===== src/rtl/mips_dbg_pkg.sv =====
// mips_dbg_pkg: shared types and helpers for the MiniMIPS run controller.
//   run_state_t  : controller state encoding (IDLE, RUN, STEP_WAIT, HALTED, TIMEOUT)
//   TRACE_IDX_W  : index width needed to address a trace buffer of a given depth
package mips_dbg_pkg;

  typedef enum logic [2:0] {
    IDLE      = 3'd0,
    RUN       = 3'd1,
    STEP_WAIT = 3'd2,
    HALTED    = 3'd3,
    TIMEOUT   = 3'd4
  } run_state_t;

  // Depth is a power of two >= 2, so the index is never narrower than one bit.
  function automatic int TRACE_IDX_W(input int depth);
    return (depth > 2) ? $clog2(depth) : 1;
  endfunction

endpackage


===== src/rtl/mips_run_controller_if.sv =====
// mips_run_controller_if: run-control, datapath PC and trace debug signals.
//   master (bench / datapath side): drives start, step_mode, step_req, halt_pc,
//          pc_next, trace_idx; observes pc_new, running, done, timeout,
//          cycle_count, trace_pc, trace_valid.
//   slave  (controller side): the mirror image.
interface mips_run_controller_if #(
  parameter int PC_W  = 32,
  parameter int CNT_W = 16,
  parameter int IDX_W = 3
);

  logic             start;
  logic             step_mode;
  logic             step_req;
  logic [PC_W-1:0]  halt_pc;
  logic [PC_W-1:0]  pc_next;
  logic [PC_W-1:0]  pc_new;
  logic             running;
  logic             done;
  logic             timeout;
  logic [CNT_W-1:0] cycle_count;
  logic [IDX_W-1:0] trace_idx;
  logic [PC_W-1:0]  trace_pc;
  logic             trace_valid;

  modport master (
    output start, step_mode, step_req, halt_pc, pc_next, trace_idx,
    input  pc_new, running, done, timeout, cycle_count, trace_pc, trace_valid
  );

  modport slave (
    input  start, step_mode, step_req, halt_pc, pc_next, trace_idx,
    output pc_new, running, done, timeout, cycle_count, trace_pc, trace_valid
  );

endinterface


===== src/rtl/pc_trace_buf.sv =====
// pc_trace_buf: circular history of the most recent TRACE_DEPTH executed PCs.
//   clk, rst  : clock, asynchronous active-high reset
//   push      : write push_pc at the write pointer and advance it
//   clear     : forget all entries (pointer and fill count back to 0)
//   rd_idx    : 0 = newest entry, 1 = the one before, ...
//   rd_pc     : selected entry, 0 when rd_idx is beyond the filled entries
//   rd_valid  : rd_idx < number of filled entries
module pc_trace_buf
  import mips_dbg_pkg::*;
#(
  parameter int  PC_W        = 32,
  parameter int  TRACE_DEPTH = 8,
  localparam int IDX_W       = TRACE_IDX_W(TRACE_DEPTH)
) (
  input  logic             clk,
  input  logic             rst,
  input  logic             push,
  input  logic             clear,
  input  logic [PC_W-1:0]  push_pc,
  input  logic [IDX_W-1:0] rd_idx,
  output logic [PC_W-1:0]  rd_pc,
  output logic             rd_valid
);

  localparam logic [IDX_W:0] FULL = (IDX_W+1)'(TRACE_DEPTH);

  logic [PC_W-1:0]  trace_mem [TRACE_DEPTH];
  logic [IDX_W-1:0] wr_ptr_q, wr_ptr_d;
  logic [IDX_W:0]   fill_q, fill_d;
  logic [IDX_W-1:0] rd_addr;

  // The pointer wraps for free because the depth is a power of two.
  always_comb begin
    wr_ptr_d = wr_ptr_q;
    fill_d   = fill_q;
    if (clear) begin
      wr_ptr_d = '0;
      fill_d   = '0;
    end else if (push) begin
      wr_ptr_d = wr_ptr_q + IDX_W'(1);
      if (fill_q != FULL) fill_d = fill_q + (IDX_W+1)'(1);
    end
  end

  always_ff @(posedge clk or posedge rst) begin
    if (rst) begin
      wr_ptr_q <= '0;
      fill_q   <= '0;
    end else begin
      wr_ptr_q <= wr_ptr_d;
      fill_q   <= fill_d;
    end
  end

  // NOTE: the storage array has no reset; entries beyond the fill count are
  // never exposed (rd_pc is forced to 0), so clearing them would buy nothing.
  always_ff @(posedge clk) begin
    if (push && !clear) trace_mem[wr_ptr_q] <= push_pc;
  end

  assign rd_addr  = wr_ptr_q - IDX_W'(1) - rd_idx;
  assign rd_valid = ({1'b0, rd_idx} < fill_q);
  assign rd_pc    = rd_valid ? trace_mem[rd_addr] : '0;

endmodule


===== src/rtl/mips_run_controller.sv =====
// mips_run_controller: PC sequencer and run monitor for MiniMIPS.
//   pc_clk : single clock, all state updates on the rising edge
//   reset  : asynchronous active-high reset, clears all state
//   bus    : slave side of mips_run_controller_if
//            inputs  start, step_mode, step_req, halt_pc, pc_next, trace_idx
//            outputs pc_new, running, done, timeout, cycle_count,
//                    trace_pc, trace_valid
// A run begins on start, advances the PC once per step (every cycle in free
// run, once per step_req in single-step), and ends sticky in HALTED when the
// PC reaches the halt address or in TIMEOUT after MAX_CYCLES steps.
module mips_run_controller
  import mips_dbg_pkg::*;
#(
  parameter int              PC_W        = 32,
  parameter logic [PC_W-1:0] RESET_PC    = '0,
  parameter int              TRACE_DEPTH = 8,
  parameter int              CNT_W       = 16,
  parameter int              MAX_CYCLES  = 1000
) (
  input logic                  pc_clk,
  input logic                  reset,
  mips_run_controller_if.slave bus
);

  localparam logic [CNT_W-1:0] MAX_CNT = CNT_W'(MAX_CYCLES);

  run_state_t       state_q, state_d;
  logic [PC_W-1:0]  pc_q, pc_d;
  logic [PC_W-1:0]  halt_q, halt_d;
  logic [CNT_W-1:0] cnt_q, cnt_d;
  logic             trace_push;
  logic             trace_clear;

  always_comb begin
    // NOTE: every always_comb output gets a default first; a path that leaves
    // one unassigned would infer a latch.
    state_d     = state_q;
    pc_d        = pc_q;
    halt_d      = halt_q;
    cnt_d       = cnt_q;
    trace_push  = 1'b0;
    trace_clear = 1'b0;

    unique case (state_q)
      // start is honoured only when no run is in progress; finished runs
      // restart directly without passing through IDLE.
      IDLE, HALTED, TIMEOUT: begin
        if (bus.start) begin
          pc_d        = RESET_PC;
          halt_d      = bus.halt_pc;
          cnt_d       = '0;
          trace_clear = 1'b1;
          state_d     = bus.step_mode ? STEP_WAIT : RUN;
        end
      end

      RUN, STEP_WAIT: begin
        // Halt beats timeout when both hold on the same cycle.
        if (pc_q == halt_q) begin
          state_d = HALTED;
        end else if (cnt_q == MAX_CNT) begin
          state_d = TIMEOUT;
        end else begin
          if (state_q == RUN || bus.step_req) begin
            pc_d       = bus.pc_next;
            cnt_d      = cnt_q + CNT_W'(1);
            trace_push = 1'b1;
          end
          state_d = bus.step_mode ? STEP_WAIT : RUN;
        end
      end

      default: state_d = IDLE;
    endcase
  end

  // NOTE: state registers use non-blocking assignments so every flop samples
  // its _d value from before the edge, independent of statement order.
  always_ff @(posedge pc_clk or posedge reset) begin
    if (reset) begin
      state_q <= IDLE;
      pc_q    <= RESET_PC;
      halt_q  <= '0;
      cnt_q   <= '0;
    end else begin
      state_q <= state_d;
      pc_q    <= pc_d;
      halt_q  <= halt_d;
      cnt_q   <= cnt_d;
    end
  end

  // The PC leaving on a step is the one just executed, so that is what the
  // trace records.
  pc_trace_buf #(
    .PC_W        (PC_W),
    .TRACE_DEPTH (TRACE_DEPTH)
  ) u_trace (
    .clk      (pc_clk),
    .rst      (reset),
    .push     (trace_push),
    .clear    (trace_clear),
    .push_pc  (pc_q),
    .rd_idx   (bus.trace_idx),
    .rd_pc    (bus.trace_pc),
    .rd_valid (bus.trace_valid)
  );

  assign bus.pc_new      = pc_q;
  assign bus.running     = (state_q == RUN) || (state_q == STEP_WAIT);
  assign bus.done        = (state_q == HALTED);
  assign bus.timeout     = (state_q == TIMEOUT);
  assign bus.cycle_count = cnt_q;

endmodule


===== src/flat_wrapper.sv =====
// flat-port wrapper written by rule: the top's interface ports become plain ports
module mips_run_controller_flat import mips_dbg_pkg::*;
#(
  parameter int              PC_W        = 32,
  parameter logic [PC_W-1:0] RESET_PC    = '0,
  parameter int              TRACE_DEPTH = 8,
  parameter int              CNT_W       = 16,
  parameter int              MAX_CYCLES  = 1000
)
  (pc_clk, reset, bus_start, bus_step_mode, bus_step_req, bus_halt_pc, bus_pc_next, bus_trace_idx, bus_pc_new, bus_running, bus_done, bus_timeout, bus_cycle_count, bus_trace_pc, bus_trace_valid);
  mips_run_controller_if #(.PC_W(PC_W), .CNT_W(CNT_W), .IDX_W((3))) bus_i ();
  input logic pc_clk;
  input logic reset;
  input wire logic [$bits(bus_i.start)-1:0] bus_start;
  input wire logic [$bits(bus_i.step_mode)-1:0] bus_step_mode;
  input wire logic [$bits(bus_i.step_req)-1:0] bus_step_req;
  input wire logic [$bits(bus_i.halt_pc)-1:0] bus_halt_pc;
  input wire logic [$bits(bus_i.pc_next)-1:0] bus_pc_next;
  input wire logic [$bits(bus_i.trace_idx)-1:0] bus_trace_idx;
  output wire logic [$bits(bus_i.pc_new)-1:0] bus_pc_new;
  output wire logic [$bits(bus_i.running)-1:0] bus_running;
  output wire logic [$bits(bus_i.done)-1:0] bus_done;
  output wire logic [$bits(bus_i.timeout)-1:0] bus_timeout;
  output wire logic [$bits(bus_i.cycle_count)-1:0] bus_cycle_count;
  output wire logic [$bits(bus_i.trace_pc)-1:0] bus_trace_pc;
  output wire logic [$bits(bus_i.trace_valid)-1:0] bus_trace_valid;
  assign bus_i.start = bus_start;
  assign bus_i.step_mode = bus_step_mode;
  assign bus_i.step_req = bus_step_req;
  assign bus_i.halt_pc = bus_halt_pc;
  assign bus_i.pc_next = bus_pc_next;
  assign bus_i.trace_idx = bus_trace_idx;
  assign bus_pc_new = bus_i.pc_new;
  assign bus_running = bus_i.running;
  assign bus_done = bus_i.done;
  assign bus_timeout = bus_i.timeout;
  assign bus_cycle_count = bus_i.cycle_count;
  assign bus_trace_pc = bus_i.trace_pc;
  assign bus_trace_valid = bus_i.trace_valid;
  mips_run_controller #(.PC_W(PC_W), .RESET_PC(RESET_PC), .TRACE_DEPTH(TRACE_DEPTH), .CNT_W(CNT_W), .MAX_CYCLES(MAX_CYCLES)) u_core (.pc_clk(pc_clk), .reset(reset), .bus(bus_i));
endmodule

===== config.mk =====
export PLATFORM = sky130hd
export DESIGN_NAME = mips_run_controller_flat
export DESIGN_NICKNAME = d
export VERILOG_FILES = /design/src/rtl/mips_dbg_pkg.sv /design/src/rtl/mips_run_controller_if.sv /design/src/rtl/pc_trace_buf.sv /design/src/rtl/mips_run_controller.sv /design/src/flat_wrapper.sv
export SDC_FILE = /design/constraint.sdc
export NUM_CORES = 1
export LEC_CHECK = 0
export CAP_MARGIN = 40
export CORE_ASPECT_RATIO = 1.25
export CORE_MARGIN = 2
export CORE_UTILIZATION = 56
export CTS_BUF_LIST = sky130_fd_sc_hd__clkbuf_16
export DETAILED_ROUTE_END_ITERATION = 8
export GPL_ROUTABILITY_DRIVEN = 1
export PLACE_DENSITY_LB_ADDON = 0.12
export SETUP_SLACK_MARGIN = 0.05
export SYNTH_ARGS = -nofsm -noshare
export SYNTH_HDL_FRONTEND = slang
export SYNTH_SLANG_ARGS = --single-unit

===== constraint.sdc =====
create_clock -name pc_clk -period 7 [get_ports pc_clk]
set_input_delay 1.4 -clock pc_clk [delete_from_list [all_inputs] [get_ports pc_clk]]
set_output_delay 1.4 -clock pc_clk [all_outputs]
set_load 0.005 [all_outputs]

# Word level (Yosys, flattened, before mapping)

Memory sizes are Yosys's and may differ from the RTL's.
Index checks and enable logic that the tools add are counted.

Add/sub/neg operators: 5
Order comparisons: 1
Equality and inequality tests: 11
Multiplexer cells: 29
Reductions and logical operators: 13

Operators with widths:

| cell                                                   | number |
|---|---|
| two-way mux 32 bit                                     | 5 |
| two-way mux 16 bit                                     | 4 |
| one-hot mux 32 bit (2 select lines)                    | 1 |
| equality test 32 bit                                   | 1 |
| one-hot mux 16 bit (2 select lines)                    | 1 |
| adder 16 x 1 -> 16 bit (second input constant)         | 1 |
| equality test 16 x 10 -> 1 bit (second input constant) | 1 |
| two-way mux 3 bit                                      | 5 |
| two-way mux 4 bit                                      | 3 |
| two-way mux 1 bit                                      | 8 |
| equality test 3 x 2 -> 1 bit (second input constant)   | 2 |
| inequality test 2 bit (second input constant)          | 3 |
| one-hot mux 3 bit (2 select lines)                     | 1 |
| nonzero test 2 bit                                     | 3 |
| AND reduction 5 bit                                    | 1 |
| adder 4 x 1 -> 4 bit (second input constant)           | 1 |
| < comparator 3 x 4 -> 1 bit                            | 1 |
| inequality test 4 bit (second input constant)          | 1 |
| AND reduction 2 bit                                    | 2 |
| adder 3 x 1 -> 3 bit (second input constant)           | 1 |
| equality test 3 x 1 -> 1 bit (second input constant)   | 1 |
| equality test 3 bit (second input constant)            | 1 |
| zero test 3 bit                                        | 1 |
| OR reduction 3 bit                                     | 1 |
| other kinds (8)                                        | 9 |

Flip-flop bits (word level): 90
Memory bits (writable): 256
Bits of input ports: 72
Word-level logic and storage cells: 66
Memories: 1

Memories:

| name                     | depth | width | read ports | clocked after Yosys merged registers in | write ports | RTL line           | source |
|---|---|---|---|---|---|---|---|
| u_core.u_trace.trace_mem | 8     | 32    | 1          | 0                                       | 1           | pc_trace_buf.sv:27 | `logic [PC_W-1:0] trace_mem [TRACE_DEPTH];` |

# Longest topological paths before layout

Depth after elaboration: 9
Depth in mapped cells: 9

# Cells and area by module

A second synthesis with hierarchy kept.

Cell total of the unflattened synthesis: 941
Area, all modules: 14,687.8 um2

Modules (own cells, without submodules):

| module              | instances | cells each | area each (um2) |
|---|---|---|---|
| pc_trace_buf        | 1         | 467        | 10,450.0 |
| mips_run_controller | 1         | 474        | 4,237.8 |

# Least setup slack after synthesis

OpenSTA, ideal clock, no wires.

Kind: input to register
Start: input port bus_step_req
End: memory u_core.u_trace.trace_mem[2][0], enable pin
Setup time: 0.513 ns
Arrival: 5.673 ns
Required time: 6.487 ns
Setup slack: 0.814 ns
Stages: 6
Buffers on the path: 1
Path through: nand3b_1 -> a21o_1 -> a31oi_1 -> buf_4 -> nand2_2 -> nor4b_1

Word-level cells in the longest chain between the ends: 8

RTL lines:

| item                                    | RTL line                  | source |
|---|---|---|
| from (decl)                             | flat_wrapper.sv:16        | `input wire logic [$bits(bus_i.step_req)-1:0] bus_step_req;` |
| logical OR 1 bit                        | mips_run_controller.sv:64 | `if (state_q == RUN \|\| bus.step_req) begin` |
| two-way mux 1 bit                       | mips_run_controller.sv:64 |  |
| two-way mux 1 bit                       | mips_run_controller.sv:61 | `end else if (cnt_q == MAX_CNT) begin` |
| two-way mux 1 bit                       | mips_run_controller.sv:59 | `if (pc_q == halt_q) begin` |
| two-way mux 1 bit                       | mips_run_controller.sv:44 | `unique case (state_q)` |
| logical AND 1 bit                       | pc_trace_buf.sv:58        | `if (push && !clear) trace_mem[wr_ptr_q] <= push_pc;` |
| two-way mux 1 bit                       | pc_trace_buf.sv:58        |  |
| two-way mux 1 bit (implied by the code) | pc_trace_buf.sv:58        |  |
| to (decl)                               | pc_trace_buf.sv:27        |  |

Every way passes these cells.

# Final worst setup path

Start: input port bus_trace_idx[0]
End: output port bus_trace_pc[21]

Word-level cells in the longest chain between the ends: 3
Elaborated cells on any way between the ends: 4
Those cells by class: 1 x add/sub; 1 x order compare; 1 x mux; 1 x memory

RTL lines:

| item                     | RTL line           | source |
|---|---|---|
| from (decl)              | flat_wrapper.sv:19 | `input wire logic [$bits(bus_i.trace_idx)-1:0] bus_trace_idx;` |
| subtractor 3 bit         | pc_trace_buf.sv:61 | `assign rd_addr = wr_ptr_q - IDX_W'(1) - rd_idx;` |
| memory read (8 x 32 bit) | -                  |  |
| two-way mux 32 bit (*)   | pc_trace_buf.sv:63 | `assign rd_pc = rd_valid ? trace_mem[rd_addr] : '0;` |
| to (decl)                | flat_wrapper.sv:25 | `output wire logic [$bits(bus_i.trace_pc)-1:0] bus_trace_pc;` |

Mark *: on every way between the ends. The rest lies on a longest branch, timed or not.

==> reports/qor.yml <==
global_routing:
  antenna_found_initial: 2
  grt_pass1_wl_microns: 50700
  grt_overflow: 0
  grt_pass1_vias: 8700
  grt_max_degree: 72
  grt_usage_pct: 25.0
power_and_ir_drop:
  total_leakage_power_nw: 6.38
  ir_drop_mv: 0.240
  power.total_mw: 7.57
  power.density_mw_per_mm2: 437
place:
  io_buffer_count: 155
  pre_cts_ws_ps: 1100
  place.gp.congestion: 0.808
  dp.final_hpwl_microns: 20300
synth:
  syn-instance-count: 957
  syn_avg_cell_area_sq_um: 14.9
  synthFlopType: "edfxtp_1"
  seq_area_frac_synth_pct: 69.8
  netlist-cell-type-count: 57
  async_flop_share_pct: 26.0
  synth_fp_nets: 1038
  synth-edff-count: 256
  yosys_warnings: 0
  yosys_register_bits: 346
  synth_area_sq_mm: 0.0142
critical_path:
  cp_slowest_stage_delay_ps: 870
  worstSetupStartpointType: "primary input"
  cpMostUsedCell: "clkdlybuf4s50_1"
  crit_path_top_delay_cell: "fa_2"
  crit_chain: "clkdlybuf4s50_1 > inv_1 > ha_4 > fa_2 > buf_12 > buf_4 > mux4_2 > nand2_1 > a21oi_1 > clkdlybuf4s50_1"
  r2r-start: "u_core.bus.pc_new[10]$_DFFE_PP0P_"
  required_ps: 5600
  endpoint_kind: "primary output"
  critical_path.startpoint: "bus_trace_idx[0]"
  arrival_ps: 4480
  critPathKind: "primary input to primary output"
  worstPathMaxFanout: 37
timing:
  relSlewSlack_pct: 41.4
  finClkSkew_ps: 13.2
  period_needed_ps: 5880
  maxSlewViolCount: 0
  hold_viol: 0
  finalSetupViolations: 0
  rsz0062_at_grt: "false"
  max_freq_mhz: 170
  worstMarginPinSlew_ps: 879
  worst_slack_ps: 1120
  period_share_pct: 84.1
  fin_setup_tns_ps: 0
final_layout:
  area_growth_pct: 21.7
  nets: 1203
  drive_gt1_share_pct: 13.9
clocking:
  cts-resized-gates: 0
  clock-sinks: 346
  cts_made_buffers: 31
  root_buffer: "clkbuf_16"
  postCtsSetupBuffers: 0
  clockBufferDepth: 3
  insertion_delay_ps: 560
  cts_tree: "built"
  clkTransAtPathRegs_ps: 70
  h-tree-depth: 1
  cts_hold_buf: 0
min_path:
  hp-class: "flop to flop"
  hp-start: "u_core.halt_q[2]$_DFFE_PP0N_"
routing:
  first_pass_iters: 5
  num_vias: 8685
  drt_iter0_drc: 700
  antenna_left: 0
  avgRoutedWirePerCell_microns: 22.2
  routed_wl_microns: 33000
  routed_via_density: 5.85
  drc: 0
floorplanning:
  die_x_microns: 147
  fp.dieH_microns: 182
  dieArea_sq_mm: 0.0267
  ios: 156
  core_area_sq_mm: 0.0251
  start_util_pct: 56.6
  rows: 65
flow_run:
  maxCapViolCount: 0
status:
  outcome: "completed"
## flip-flops by register name (all words and copies together), names as in the netlist
signal                    flops
u_core.u_trace.fill_q         4
u_core.bus.cycle_count       16
u_core.halt_q                32
u_core.state_q                3
u_core.u_trace.wr_ptr_q       3
u_core.u_trace.trace_mem    256
u_core.bus.pc_new            32
## placed cells by master (no fill, tap or decap), drive strengths merged, types with 28 or more instances in the layout
master / count
a21oi: 36
buf: 28
clkbuf: 31
clkdlybuf4s50: 155
dfrtp: 90
edfxtp: 256
mux4: 64
nand2: 214
nand3: 50
o21ai: 37
## kinds of logic after synthesis
| logic type | share of synthesized area [%] |
|---|---|
| xor+xnor | 2.28 |
| mux | 10.6 |
| buf+inv | 2.07 |
| compound gates | 4.47 |
| flops | 69.8 |
| simple gates | 9.94 |
| fa+ha+maj | 0.844 |
## worst paths after layout
| path | cells past startpoint | to | slack, ps |
|---|---|---|---|
| setup / recovery | 10 | bus_trace_pc[21] | 1120 |
| min in group asynchronous | 2 | u_core.bus.pc_new[23]$_DFFE_PP0P_ | 1190 |
| hold / removal | 2 | u_core.halt_q[2]$_DFFE_PP0N_ | 500 |
| hold reg to reg | 2 | u_core.halt_q[2]$_DFFE_PP0N_ | 500 |
| max in group asynchronous | 3 | u_core.bus.pc_new[13]$_DFFE_PP0P_ | 4540 |
| setup reg to reg | 9 | u_core.u_trace.trace_mem[6][3]$_DFFE_PP_ | 3310 |
## per-layer routing
layer  up-vias  GRT usage [%]  wire length (microns)
met5         -              0                      0
met4         0           8.00                    939
met3        59           3.60                   1940
met2       295           42.3                  16800
met1      4434           34.2                  13400
li1       3897              -                      -
## cell usage after synthesis (7+ instances only)
cell      instances  area (sq um)
edfxtp_1        256          7690
nand2_1         213           800
dfrtp_1          90          2250
mux4_2           64          1440
nand3_1          49           245
a21oi_1          35           175
clkbuf_1         30           113
nor2_1           19          71.3
o21ai_0          19          95.1
xnor2_1          19           166
o21ai_1          18          90.1
xor2_1           18           158
inv_1            16          60.1
buf_2            13          65.1
ha_1              8           100
nand4_1           8          50.1
a221o_1           7          70.1
nor4_1            7          43.8
## through the flow
stage	cells	instance area [sq um]	util (%)	hold WS (ps)
after floorplan	957	14200	-	465
after CTS	1482	17300	68.9	500
after global routing	1482	17300	68.9	508
after detailed placement	1424	16400	65.2	484
after global placement	1420	16300	64.9	479
final	1484	17300	68.9	496
## final cells by class
cell class / instances / area, sq um
clock inverters: 27 / 146
repair buffers: 183 / 1830
clock buffers: 31 / 776
inverters: 17 / 65.1
multi-input cells: 543 / 4130
flip-flops and latches: 346 / 9940
fillers: 1680 / 7820
diodes: 2 / 5.00
well taps: 335 / 419
## critical path: cells and delay by family
family,cells,cell delay (ps)
compound gates,1,150
fa+ha+maj,2,1030
buf+inv,5,1610
mux,1,200
simple gates,1,50
## where the power goes
group | switching [mW] | leakage (nW) | internal [mW]
Sequential | 0.423 | 3.51 | 2.80
Combinational | 1.47 | 2.40 | 1.33
Clock | 0.717 | 0.467 | 0.837
(Power assumes the default switching activity.)
